<file path="src/rtl/axi4_types.sv">
// Shared AXI4 burst types, limits and helpers used by the read- and write-side
// address generators.
package axi4_types;

  typedef enum logic [2:0] {
    SIZE_1B   = 3'd0,
    SIZE_2B   = 3'd1,
    SIZE_4B   = 3'd2,
    SIZE_8B   = 3'd3,
    SIZE_16B  = 3'd4,
    SIZE_32B  = 3'd5,
    SIZE_64B  = 3'd6,
    SIZE_128B = 3'd7
  } burst_size_t;

  typedef enum logic [1:0] {
    BURST_FIXED = 2'b00,
    BURST_INCR  = 2'b01,
    BURST_WRAP  = 2'b10,
    BURST_RSVD  = 2'b11
  } burst_type_t;

  typedef enum logic {
    ST_IDLE  = 1'b0,
    ST_BURST = 1'b1
  } gen_state_t;

  localparam int BOUNDARY_4K   = 4096;
  localparam int MAX_BURST_LEN = 256;
  localparam int BEAT_IDX_W    = $clog2(MAX_BURST_LEN);

  function automatic logic [7:0] bytes_of(burst_size_t size);
    return 8'd1 << size;
  endfunction

  // (len+1) beats of 2^size bytes, minus one; 256 * 128 still fits in 16 bits.
  function automatic logic [15:0] wrap_mask(logic [7:0] len, burst_size_t size);
    logic [15:0] beats;
    beats = {8'd0, len} + 16'd1;
    return (beats << size) - 16'd1;
  endfunction

endpackage

</file>
<file path="src/rtl/axi4_burst_addr_gen_if.sv">
// Command-in / beat-out bundle of the burst address generator.
// beat_err exists only when AXI4_BURST_ADDR_GEN_CHECK_EN is defined.
interface axi4_burst_addr_gen_if
  import axi4_types::*;
#(
  parameter int ADDR_WIDTH = 32,
  parameter int ID_WIDTH   = 4
);
  logic                  cmd_valid;
  logic                  cmd_ready;
  logic [ID_WIDTH-1:0]   cmd_id;
  logic [ADDR_WIDTH-1:0] cmd_addr;
  logic [7:0]            cmd_len;
  burst_size_t           cmd_size;
  burst_type_t           cmd_burst;

  logic                  beat_valid;
  logic                  beat_ready;
  logic [ID_WIDTH-1:0]   beat_id;
  logic [ADDR_WIDTH-1:0] beat_addr;
  logic [7:0]            beat_idx;
  logic                  beat_last;
`ifdef AXI4_BURST_ADDR_GEN_CHECK_EN
  logic                  beat_err;
`endif

  modport master (
    output cmd_valid, cmd_id, cmd_addr, cmd_len, cmd_size, cmd_burst, beat_ready,
    input  cmd_ready, beat_valid, beat_id, beat_addr, beat_idx, beat_last
`ifdef AXI4_BURST_ADDR_GEN_CHECK_EN
    , input beat_err
`endif
  );

  modport slave (
    input  cmd_valid, cmd_id, cmd_addr, cmd_len, cmd_size, cmd_burst, beat_ready,
    output cmd_ready, beat_valid, beat_id, beat_addr, beat_idx, beat_last
`ifdef AXI4_BURST_ADDR_GEN_CHECK_EN
    , output beat_err
`endif
  );

endinterface

</file>
<file path="src/rtl/axi4_beat_addr_next.sv">
// Combinational next-beat address for FIXED / INCR / WRAP bursts; shared with
// the write-side generator.
module axi4_beat_addr_next
  import axi4_types::*;
#(
  parameter int ADDR_WIDTH = 32
) (
  input  logic [ADDR_WIDTH-1:0] addr,
  input  burst_size_t           size,
  input  burst_type_t           burst,
  input  logic [ADDR_WIDTH-1:0] wmask,
  output logic [ADDR_WIDTH-1:0] next_addr
);

  logic [ADDR_WIDTH-1:0] nbytes;

  assign nbytes = ADDR_WIDTH'(bytes_of(size));

  // Reserved burst type falls through to INCR.
  always_comb begin
    case (burst)
      BURST_FIXED: next_addr = addr;
      BURST_WRAP:  next_addr = (addr & ~wmask) | ((addr + nbytes) & wmask);
      default:     next_addr = (addr & ~(nbytes - 1'b1)) + nbytes;
    endcase
  end

endmodule

</file>
<file path="src/rtl/axi4_burst_addr_gen.sv">
// Expands one AXI4 AR/AW command into a per-beat address stream.
// Optional legality flag on beat_err when AXI4_BURST_ADDR_GEN_CHECK_EN is defined.
//
//   state    | meaning
//   ST_IDLE  | cmd_ready high, waiting for a command
//   ST_BURST | presenting beats until the last one is taken
module axi4_burst_addr_gen
  import axi4_types::*;
#(
  parameter int ADDR_WIDTH = 32,
  parameter int DATA_WIDTH = 32,
  parameter int ID_WIDTH   = 4
) (
  input logic                  aclk,
  input logic                  aresetn,
  axi4_burst_addr_gen_if.slave bus
);

  if (DATA_WIDTH < 8 || DATA_WIDTH > 1024 || (DATA_WIDTH & (DATA_WIDTH - 1)) != 0) begin : g_bad_data_width
    $error("axi4_burst_addr_gen: DATA_WIDTH must be a power of 2 between 8 and 1024");
  end

  gen_state_t             state, next_state;
  logic                   cmd_ready_q;
  logic                   accept, beat_valid, beat_fire, at_last;
  logic [ID_WIDTH-1:0]    id_q;
  logic [ADDR_WIDTH-1:0]  addr_q, addr_next;
  logic [7:0]             len_q;
  logic [BEAT_IDX_W-1:0]  idx_q;
  burst_size_t            size_q;
  burst_type_t            burst_q;
  logic [15:0]            wmask_q;

  assign accept    = bus.cmd_valid & cmd_ready_q;
  assign beat_fire = beat_valid & bus.beat_ready;
  assign at_last   = (idx_q == len_q);

  always_ff @(posedge aclk or negedge aresetn) begin
    if (!aresetn) begin
      state       <= ST_IDLE;
      cmd_ready_q <= 1'b0;
    end else begin
      state       <= next_state;
      cmd_ready_q <= (next_state == ST_IDLE);
    end
  end

  always_comb begin
    next_state = state;
    case (state)
      ST_IDLE:  if (accept) next_state = ST_BURST;
      ST_BURST: if (beat_fire && at_last) next_state = ST_IDLE;
      default:  next_state = ST_IDLE;
    endcase
  end

  always_comb begin
    beat_valid = (state == ST_BURST);
  end

  always_ff @(posedge aclk or negedge aresetn) begin
    if (!aresetn) begin
      id_q    <= '0;
      addr_q  <= '0;
      len_q   <= '0;
      idx_q   <= '0;
      size_q  <= SIZE_1B;
      burst_q <= BURST_FIXED;
      wmask_q <= '0;
    end else if (accept) begin
      id_q    <= bus.cmd_id;
      addr_q  <= bus.cmd_addr;
      len_q   <= bus.cmd_len;
      idx_q   <= '0;
      size_q  <= bus.cmd_size;
      burst_q <= bus.cmd_burst;
      wmask_q <= wrap_mask(bus.cmd_len, bus.cmd_size);
    end else if (beat_fire && !at_last) begin
      addr_q  <= addr_next;
      idx_q   <= idx_q + 1'b1;
    end
  end

  axi4_beat_addr_next #(.ADDR_WIDTH(ADDR_WIDTH)) u_next (
    .addr      (addr_q),
    .size      (size_q),
    .burst     (burst_q),
    .wmask     (ADDR_WIDTH'(wmask_q)),
    .next_addr (addr_next)
  );

  assign bus.cmd_ready  = cmd_ready_q;
  assign bus.beat_valid = beat_valid;
  assign bus.beat_id    = id_q;
  assign bus.beat_addr  = addr_q;
  assign bus.beat_idx   = idx_q;
  assign bus.beat_last  = beat_valid & at_last;

`ifdef AXI4_BURST_ADDR_GEN_CHECK_EN
  localparam int BUS_BYTES = DATA_WIDTH / 8;

  logic        err_q, cmd_err;
  logic [7:0]  cmd_nbytes;
  logic [11:0] page_off;
  logic [16:0] incr_end;

  // INCR crosses 4 KB when the aligned in-page offset plus the burst span exceeds a page.
  always_comb begin
    cmd_nbytes = bytes_of(bus.cmd_size);
    page_off   = bus.cmd_addr[11:0] & ~(12'(cmd_nbytes) - 12'd1);
    incr_end   = {5'd0, page_off} + {1'b0, wrap_mask(bus.cmd_len, bus.cmd_size)} + 17'd1;
    cmd_err    = 1'b0;
    if (bus.cmd_burst == BURST_INCR && incr_end > 17'(BOUNDARY_4K)) cmd_err = 1'b1;
    if (bus.cmd_burst == BURST_WRAP && !(bus.cmd_len inside {8'd1, 8'd3, 8'd7, 8'd15})) cmd_err = 1'b1;
    if (bus.cmd_burst == BURST_WRAP && (bus.cmd_addr[7:0] & (cmd_nbytes - 8'd1)) != 8'd0) cmd_err = 1'b1;
    if (bus.cmd_burst == BURST_RSVD) cmd_err = 1'b1;
    if (int'(cmd_nbytes) > BUS_BYTES) cmd_err = 1'b1;
  end

  always_ff @(posedge aclk or negedge aresetn) begin
    if (!aresetn) err_q <= 1'b0;
    else if (accept) err_q <= cmd_err;
  end

  assign bus.beat_err = err_q;
`endif

endmodule

</file>
<file path="src/flat_wrapper.sv">
// flat-port wrapper written by rule: the top's interface ports become plain ports
module axi4_burst_addr_gen_flat import axi4_types::*;
#(
  parameter int ADDR_WIDTH = 32,
  parameter int DATA_WIDTH = 32,
  parameter int ID_WIDTH   = 4
)
  (aclk, aresetn, bus_cmd_valid, bus_cmd_id, bus_cmd_addr, bus_cmd_len, bus_cmd_size, bus_cmd_burst, bus_beat_ready, bus_cmd_ready, bus_beat_valid, bus_beat_id, bus_beat_addr, bus_beat_idx, bus_beat_last);
  axi4_burst_addr_gen_if #(.ADDR_WIDTH(ADDR_WIDTH), .ID_WIDTH(ID_WIDTH)) bus_i ();
  input logic aclk;
  input logic aresetn;
  input wire logic [$bits(bus_i.cmd_valid)-1:0] bus_cmd_valid;
  input wire logic [$bits(bus_i.cmd_id)-1:0] bus_cmd_id;
  input wire logic [$bits(bus_i.cmd_addr)-1:0] bus_cmd_addr;
  input wire logic [$bits(bus_i.cmd_len)-1:0] bus_cmd_len;
  input wire logic [$bits(bus_i.cmd_size)-1:0] bus_cmd_size;
  input wire logic [$bits(bus_i.cmd_burst)-1:0] bus_cmd_burst;
  input wire logic [$bits(bus_i.beat_ready)-1:0] bus_beat_ready;
  output wire logic [$bits(bus_i.cmd_ready)-1:0] bus_cmd_ready;
  output wire logic [$bits(bus_i.beat_valid)-1:0] bus_beat_valid;
  output wire logic [$bits(bus_i.beat_id)-1:0] bus_beat_id;
  output wire logic [$bits(bus_i.beat_addr)-1:0] bus_beat_addr;
  output wire logic [$bits(bus_i.beat_idx)-1:0] bus_beat_idx;
  output wire logic [$bits(bus_i.beat_last)-1:0] bus_beat_last;
  assign bus_i.cmd_valid = bus_cmd_valid;
  assign bus_i.cmd_id = bus_cmd_id;
  assign bus_i.cmd_addr = bus_cmd_addr;
  assign bus_i.cmd_len = bus_cmd_len;
  assign bus_i.cmd_size = bus_cmd_size;
  assign bus_i.cmd_burst = bus_cmd_burst;
  assign bus_i.beat_ready = bus_beat_ready;
  assign bus_cmd_ready = bus_i.cmd_ready;
  assign bus_beat_valid = bus_i.beat_valid;
  assign bus_beat_id = bus_i.beat_id;
  assign bus_beat_addr = bus_i.beat_addr;
  assign bus_beat_idx = bus_i.beat_idx;
  assign bus_beat_last = bus_i.beat_last;
  axi4_burst_addr_gen #(.ADDR_WIDTH(ADDR_WIDTH), .DATA_WIDTH(DATA_WIDTH), .ID_WIDTH(ID_WIDTH)) u_core (.aclk(aclk), .aresetn(aresetn), .bus(bus_i));
endmodule
</file>
<file path="config.mk">
export PLATFORM = sky130hd
export DESIGN_NAME = axi4_burst_addr_gen_flat
export DESIGN_NICKNAME = d
export VERILOG_FILES = /design/src/rtl/axi4_types.sv /design/src/rtl/axi4_burst_addr_gen_if.sv /design/src/rtl/axi4_beat_addr_next.sv /design/src/rtl/axi4_burst_addr_gen.sv /design/src/flat_wrapper.sv
export SDC_FILE = /design/constraint.sdc
export NUM_CORES = 1
export LEC_CHECK = 0
export ABC_AREA = 0
export CORE_AREA = 2 2 133 135
export DETAILED_ROUTE_END_ITERATION = 10
export DIE_AREA = 0 0 135 137
export MAX_ROUTING_LAYER = met4
export SYNTH_ARGS = -nofsm -noshare
export SYNTH_HDL_FRONTEND = slang
export SYNTH_SLANG_ARGS = --single-unit
</file>
<file path="constraint.sdc">
create_clock -name aclk -period 4 [get_ports aclk]
set_input_delay 1.2 -clock aclk [delete_from_list [all_inputs] [get_ports aclk]]
set_output_delay 1.2 -clock aclk [all_outputs]
set_load 0.05 [all_outputs]
</file>
## Word level (Yosys, flattened, before mapping)

Cells that the tools add are included.

- Register bits after elaboration: 75
- Input port bits: 53
- Output and inout bits: 47

- Add/sub/neg operators: 6
- Equality and inequality tests: 3
- Shift-type cells: 2
- Mux-type cells: 8
- Bitwise gates (word level): 11
- Reductions and logical operators: 6

Operators by type and width:

| kind | count |
|---|---|
| adder 32 x 8 -> 32 bit | 2 |
| AND 32 bit | 2 |
| two-way mux 32 bit | 2 |
| case mux 32 bit (2 select lines) | 1 |
| AND 32 x 16 -> 32 bit | 1 |
| NOT 16 -> 32 bit | 1 |
| NOT 32 bit | 1 |
| OR 32 bit | 1 |
| two-way mux 8 bit | 2 |
| << shifter 16 x 3 -> 16 bit | 1 |
| subtractor 16 x 1 -> 16 bit (second input constant) | 1 |
| adder 8 x 1 -> 9 bit (second input constant) | 1 |
| subtractor 8 x 1 -> 9 bit (second input constant) | 1 |
| adder 8 x 1 -> 8 bit (second input constant) | 1 |
| equality test 8 bit | 1 |
| << shifter 1 x 3 -> 8 bit (first input constant) | 1 |
| AND 1 bit | 3 |
| equality test 2 bit (second input constant) | 1 |
| logical AND 1 bit | 2 |
| logical NOT 2 bit | 1 |
| two-way mux 1 bit | 2 |
| inequality test 2 x 1 -> 1 bit (second input constant) | 1 |
| NOT 1 bit | 2 |
| case mux 1 bit (2 select lines) | 1 |
| other kinds (3) | 3 |

## Longest topological paths before layout

- Depth in word-level cells: 8
- Mapped depth: 14

## By module

From an unflattened synthesis, not the netlist that was laid out.

- Cells, all modules: 786
- Area, all modules: 6328.6 µm²

Modules (own cells, without submodules):

| module | times used | cells an instance | area each (µm²) |
|---|---|---|---|
| axi4_burst_addr_gen | 1 | 483 | 4321.6 |
| axi4_beat_addr_next | 1 | 303 | 2006.9 |

## Least setup slack after synthesis

No wires, ideal clock.

- Kind: in2reg
- From: input port bus_cmd_len[0]
- To: register u_core.wmask_q[15]
- Library setup time: 0.082 ns
- Arrival time: 3.733 ns
- Data required time: 3.918 ns
- Slack: 0.185 ns
- Stages: 11
- Cells stage by stage: ha_1 -> buf_2 -> xnor2_1 -> a21boi_0 -> a21o_1 -> o41ai_4 -> nand4_1 -> or3_1 -> clkbuf_2 -> or4_1 -> a31oi_1

- Longest elaborated chain between the ends: 3

Ends and longest elaborated chain:

| element | RTL line | text |
|---|---|---|
| from (decl) | flat_wrapper.sv:15 | `input wire logic [$bits(bus_i.cmd_len)-1:0] bus_cmd_len;` |
| adder 8 x 1 -> 9 bit | axi4_types.sv:39 | `beats = {8'd0, len} + 16'd1;` |
| << shifter 16 x 3 -> 16 bit | axi4_types.sv:40 | `return (beats << size) - 16'd1;` |
| subtractor 16 x 1 -> 16 bit | axi4_types.sv:40 |  |
| to (signal assigned) | axi4_burst_addr_gen.sv:77 | `wmask_q <= wrap_mask(bus.cmd_len, bus.cmd_size);` |
| to (decl) | axi4_burst_addr_gen.sv:32 | `logic [15:0] wmask_q;` |

No other way between the ends.
A chain may end at the register's enable or synchronous reset.

## Worst setup path after layout

Ends and elaborated chain as after synthesis.

==> results.cfg <==
[floorplan]
die_y_um = 137
num_rows = 48
die_w_um = 135
die_area_sq_mm = 0.01850
core_sq_mm = 0.01706
start_util_pct = 34.39
boundaryPins = 100

[global_routing]
grt_overflow = 0
grt_max_degree = 76
grt_pass1_wl_um = 29270
track_usage_pct = 20.17
antenna_found_initial = 0
grt_pass1_vias = 5634

[sta]
rsz0062_at_grt = false
max_freq_mhz = 263.7
fin_crit_ns = 3.793
hold_viol_final = 0
setup_viol = 0
setup_tns_ns = 0
timing.hold.ws_ns = 0.4743
clock_skew_ns = 0.01030
period_share_pct = 94.82
slew_viol_final = 0
slew_headroom_pct = 35.79
tightestPinTransition_ns = 0.9631

[clocking]
clock-sinks = 75
cts_tree = built
cts_hold_buf = 0
htree_levels = 3
root_buffer = clkbuf_16
cts_setup_buffers = 0
cts_made_buffers = 9
clkSlewWorstSetupHoldPaths_ns = 0.06
post_cts_resize_count = 0
clockBufferDepth = 2
clk_latency_ns = 0.34

[logic_synthesis]
syn_area_per_cell_sq_um = 7.863
synth.largest_area_cell = dfrtp_1
yosysMostFrequentCell = nand2_1
synth_top_area_share_pct = 32.00
async_flop_share_pct = 100.0
synth_area_leaders = dfrtp_1 (32%), nand2_1 (7.6%), o21ai_0 (5.6%)
ys_seq_elements = 75
ys.flop_type = dfrtp_1
ys_seq_area_share_pct = 32.00
synth-edff-count = 0
netlist_area_sq_mm = 0.005866
synth_cell_types = 82
synth_cells = 746
synth_nets = 814
yosysWarnings = 0
ys_top_cells_by_count = nand2_1 (119), dfrtp_1 (75), nor2_1 (66), o21ai_0 (66), a21oi_1 (30)

[worst_setup_path]
cp.required_ns = 4.25
crit_chain = clkdlybuf4s50_1 -> ha_2 -> xnor2_2 -> a2111oi_1 -> a31o_4 -> o41ai_4 -> nand4_1 -> or3_1 -> or4_1 -> a31oi_1
cp_slowest_cell = or4_1
critPathCaptureType = flop
crit_arrival_ns = 4.05
critPathKind = input port to flop
max_stage_delay_ns = 0.51
startpoint_type = input port
cp_max_fo = 6

[layout]
drive_gt1_share_pct = 11.64
antenna_cells = 0
nNetsFinal = 939
final_cells = 1101
syn2layout_area_growth_pct = 32.81

[hold_path]
hold_path.class = flop to flop

[route]
avgViaCountPerCell = 5.473
drt-initial-drc-count = 400
avgRoutedWirePerCell_um = 16.13
drc_errors = 0
wl_um = 17760
via_count = 6026
firstDrtPassIters = 4
ant_nets = 0

[placement]
place.detailed.instances = 1085
place_congestion = 0.9248
post-dp-hpwl_um = 13160
port_buffers = 99

[job]
maxCapViolations = 0

[outcome]
status = finished, final reports clean

[power_and_ir_drop]
ir_drop_mv = 0.3720
p_leak_nw = 3.236
powerDensity_mw_per_mm2 = 732.5
[logic make-up (layout without fill, tap and decap cells)]
| group | count (synthesis) | count (layout) | synth area share (%) |
|---|---|---|---|
| AND/OR/NAND/NOR | 315 | 315 | 25.66 |
| AO/OA/AOI/OAI | 219 | 219 | 25.68 |
| flip-flops | 75 | 75 | 32.00 |
| buffers and inverters | 66 | 196 | 4.735 |
| XOR/XNOR | 46 | 46 | 6.869 |
| adder cells (fa/ha/maj) | 18 | 18 | 3.840 |
| multiplexers | 7 | 7 | 1.216 |
[cells in the final DEF, fill, tap and decap left out, drive strengths merged, types with 9 or more instances in the layout]
cell           synthesis  final
nand2                119    119
clkdlybuf4s50          0     98
dfrtp                 75     75
o21ai                 68     68
nor2                  66     66
buf                   15     61
a21oi                 30     30
xor2                  25     25
nand3                 23     23
inv                   21     21
xnor2                 21     21
a31oi                 17     17
nand4                 15     15
and3                  14     14
ha                    14     14
nor3                  12     12
nand2b                10     10
nor2b                 10     10
clkbuf                30     10
a211oi                 9      9
nor4                   9      9
o22ai                  9      9
[cell type report]
| class | count | area (sq um) |
|---|---|---|
| flip-flops and latches | 75 | 1877 |
| fillers | 1734 | 9266 |
| repair buffers | 159 | 1464 |
| clock inverters | 6 | 112.6 |
| well taps | 225 | 281.5 |
| inverters | 21 | 78.83 |
| multi-input cells | 605 | 3737 |
| clock buffers | 10 | 239.0 |
[critical path, delay by kind of cell]
family          cells  cell delay (ns)
compound gates      4             0.89
buf+inv             1             0.48
xor+xnor            1             0.15
fa+ha+maj           1             0.27
simple gates        3             1.05
[through the flow]
stage | worst slack, ns | instance area (sq um) | power (mW) | util [%]
after global routing | 0.007742 | 7790 | 6.121 | 45.67
after global placement | -0.2433 | 7418 | 4.704 | 43.49
after CTS | 0.1017 | 7770 | 5.714 | 45.55
after detailed placement | -0.2463 | 7418 | 4.725 | 43.49
final | 0.2071 | 7790 | 5.706 | 45.67
after floorplan | 0.1853 | 5866 | 3.660 | -
[per-layer routing]
| metal | part of all wire [%] | global-route usage (%) |
|---|---|---|
| met5 | 0 | - |
| met4 | 1.9 | 5.845 |
| met3 | 4.1 | 2.407 |
| met2 | 46 | 30.60 |
| met1 | 48 | 28.37 |
[worst paths after layout]
path	start	to	slack [ns]	depth (start not counted)
setup / recovery	bus_cmd_len[0]	u_core.wmask_q[15]	0.21	10
hold / removal	u_core.bus.beat_id[3]	u_core.bus.beat_id[3]	0.47	2
setup reg to reg	u_core.size_q[0]	u_core.bus.beat_addr[28]	0.45	12
hold reg to reg	u_core.bus.beat_id[3]	u_core.bus.beat_id[3]	0.47	2
max in group asynchronous	aresetn	asynchronous set/reset pin	2.36	1
min in group asynchronous	aresetn	u_core.bus.beat_id[1]	1.00	1
[power breakdown]
part | internal (mW) | total, mW | switching, mW | leakage [nW]
Clock | 0.628 | 0.963 | 0.335 | 0.173
Sequential | 1.09 | 1.55 | 0.454 | 0.917
Combinational | 1.20 | 3.20 | 2.00 | 2.15
(Power assumes the default switching activity.)
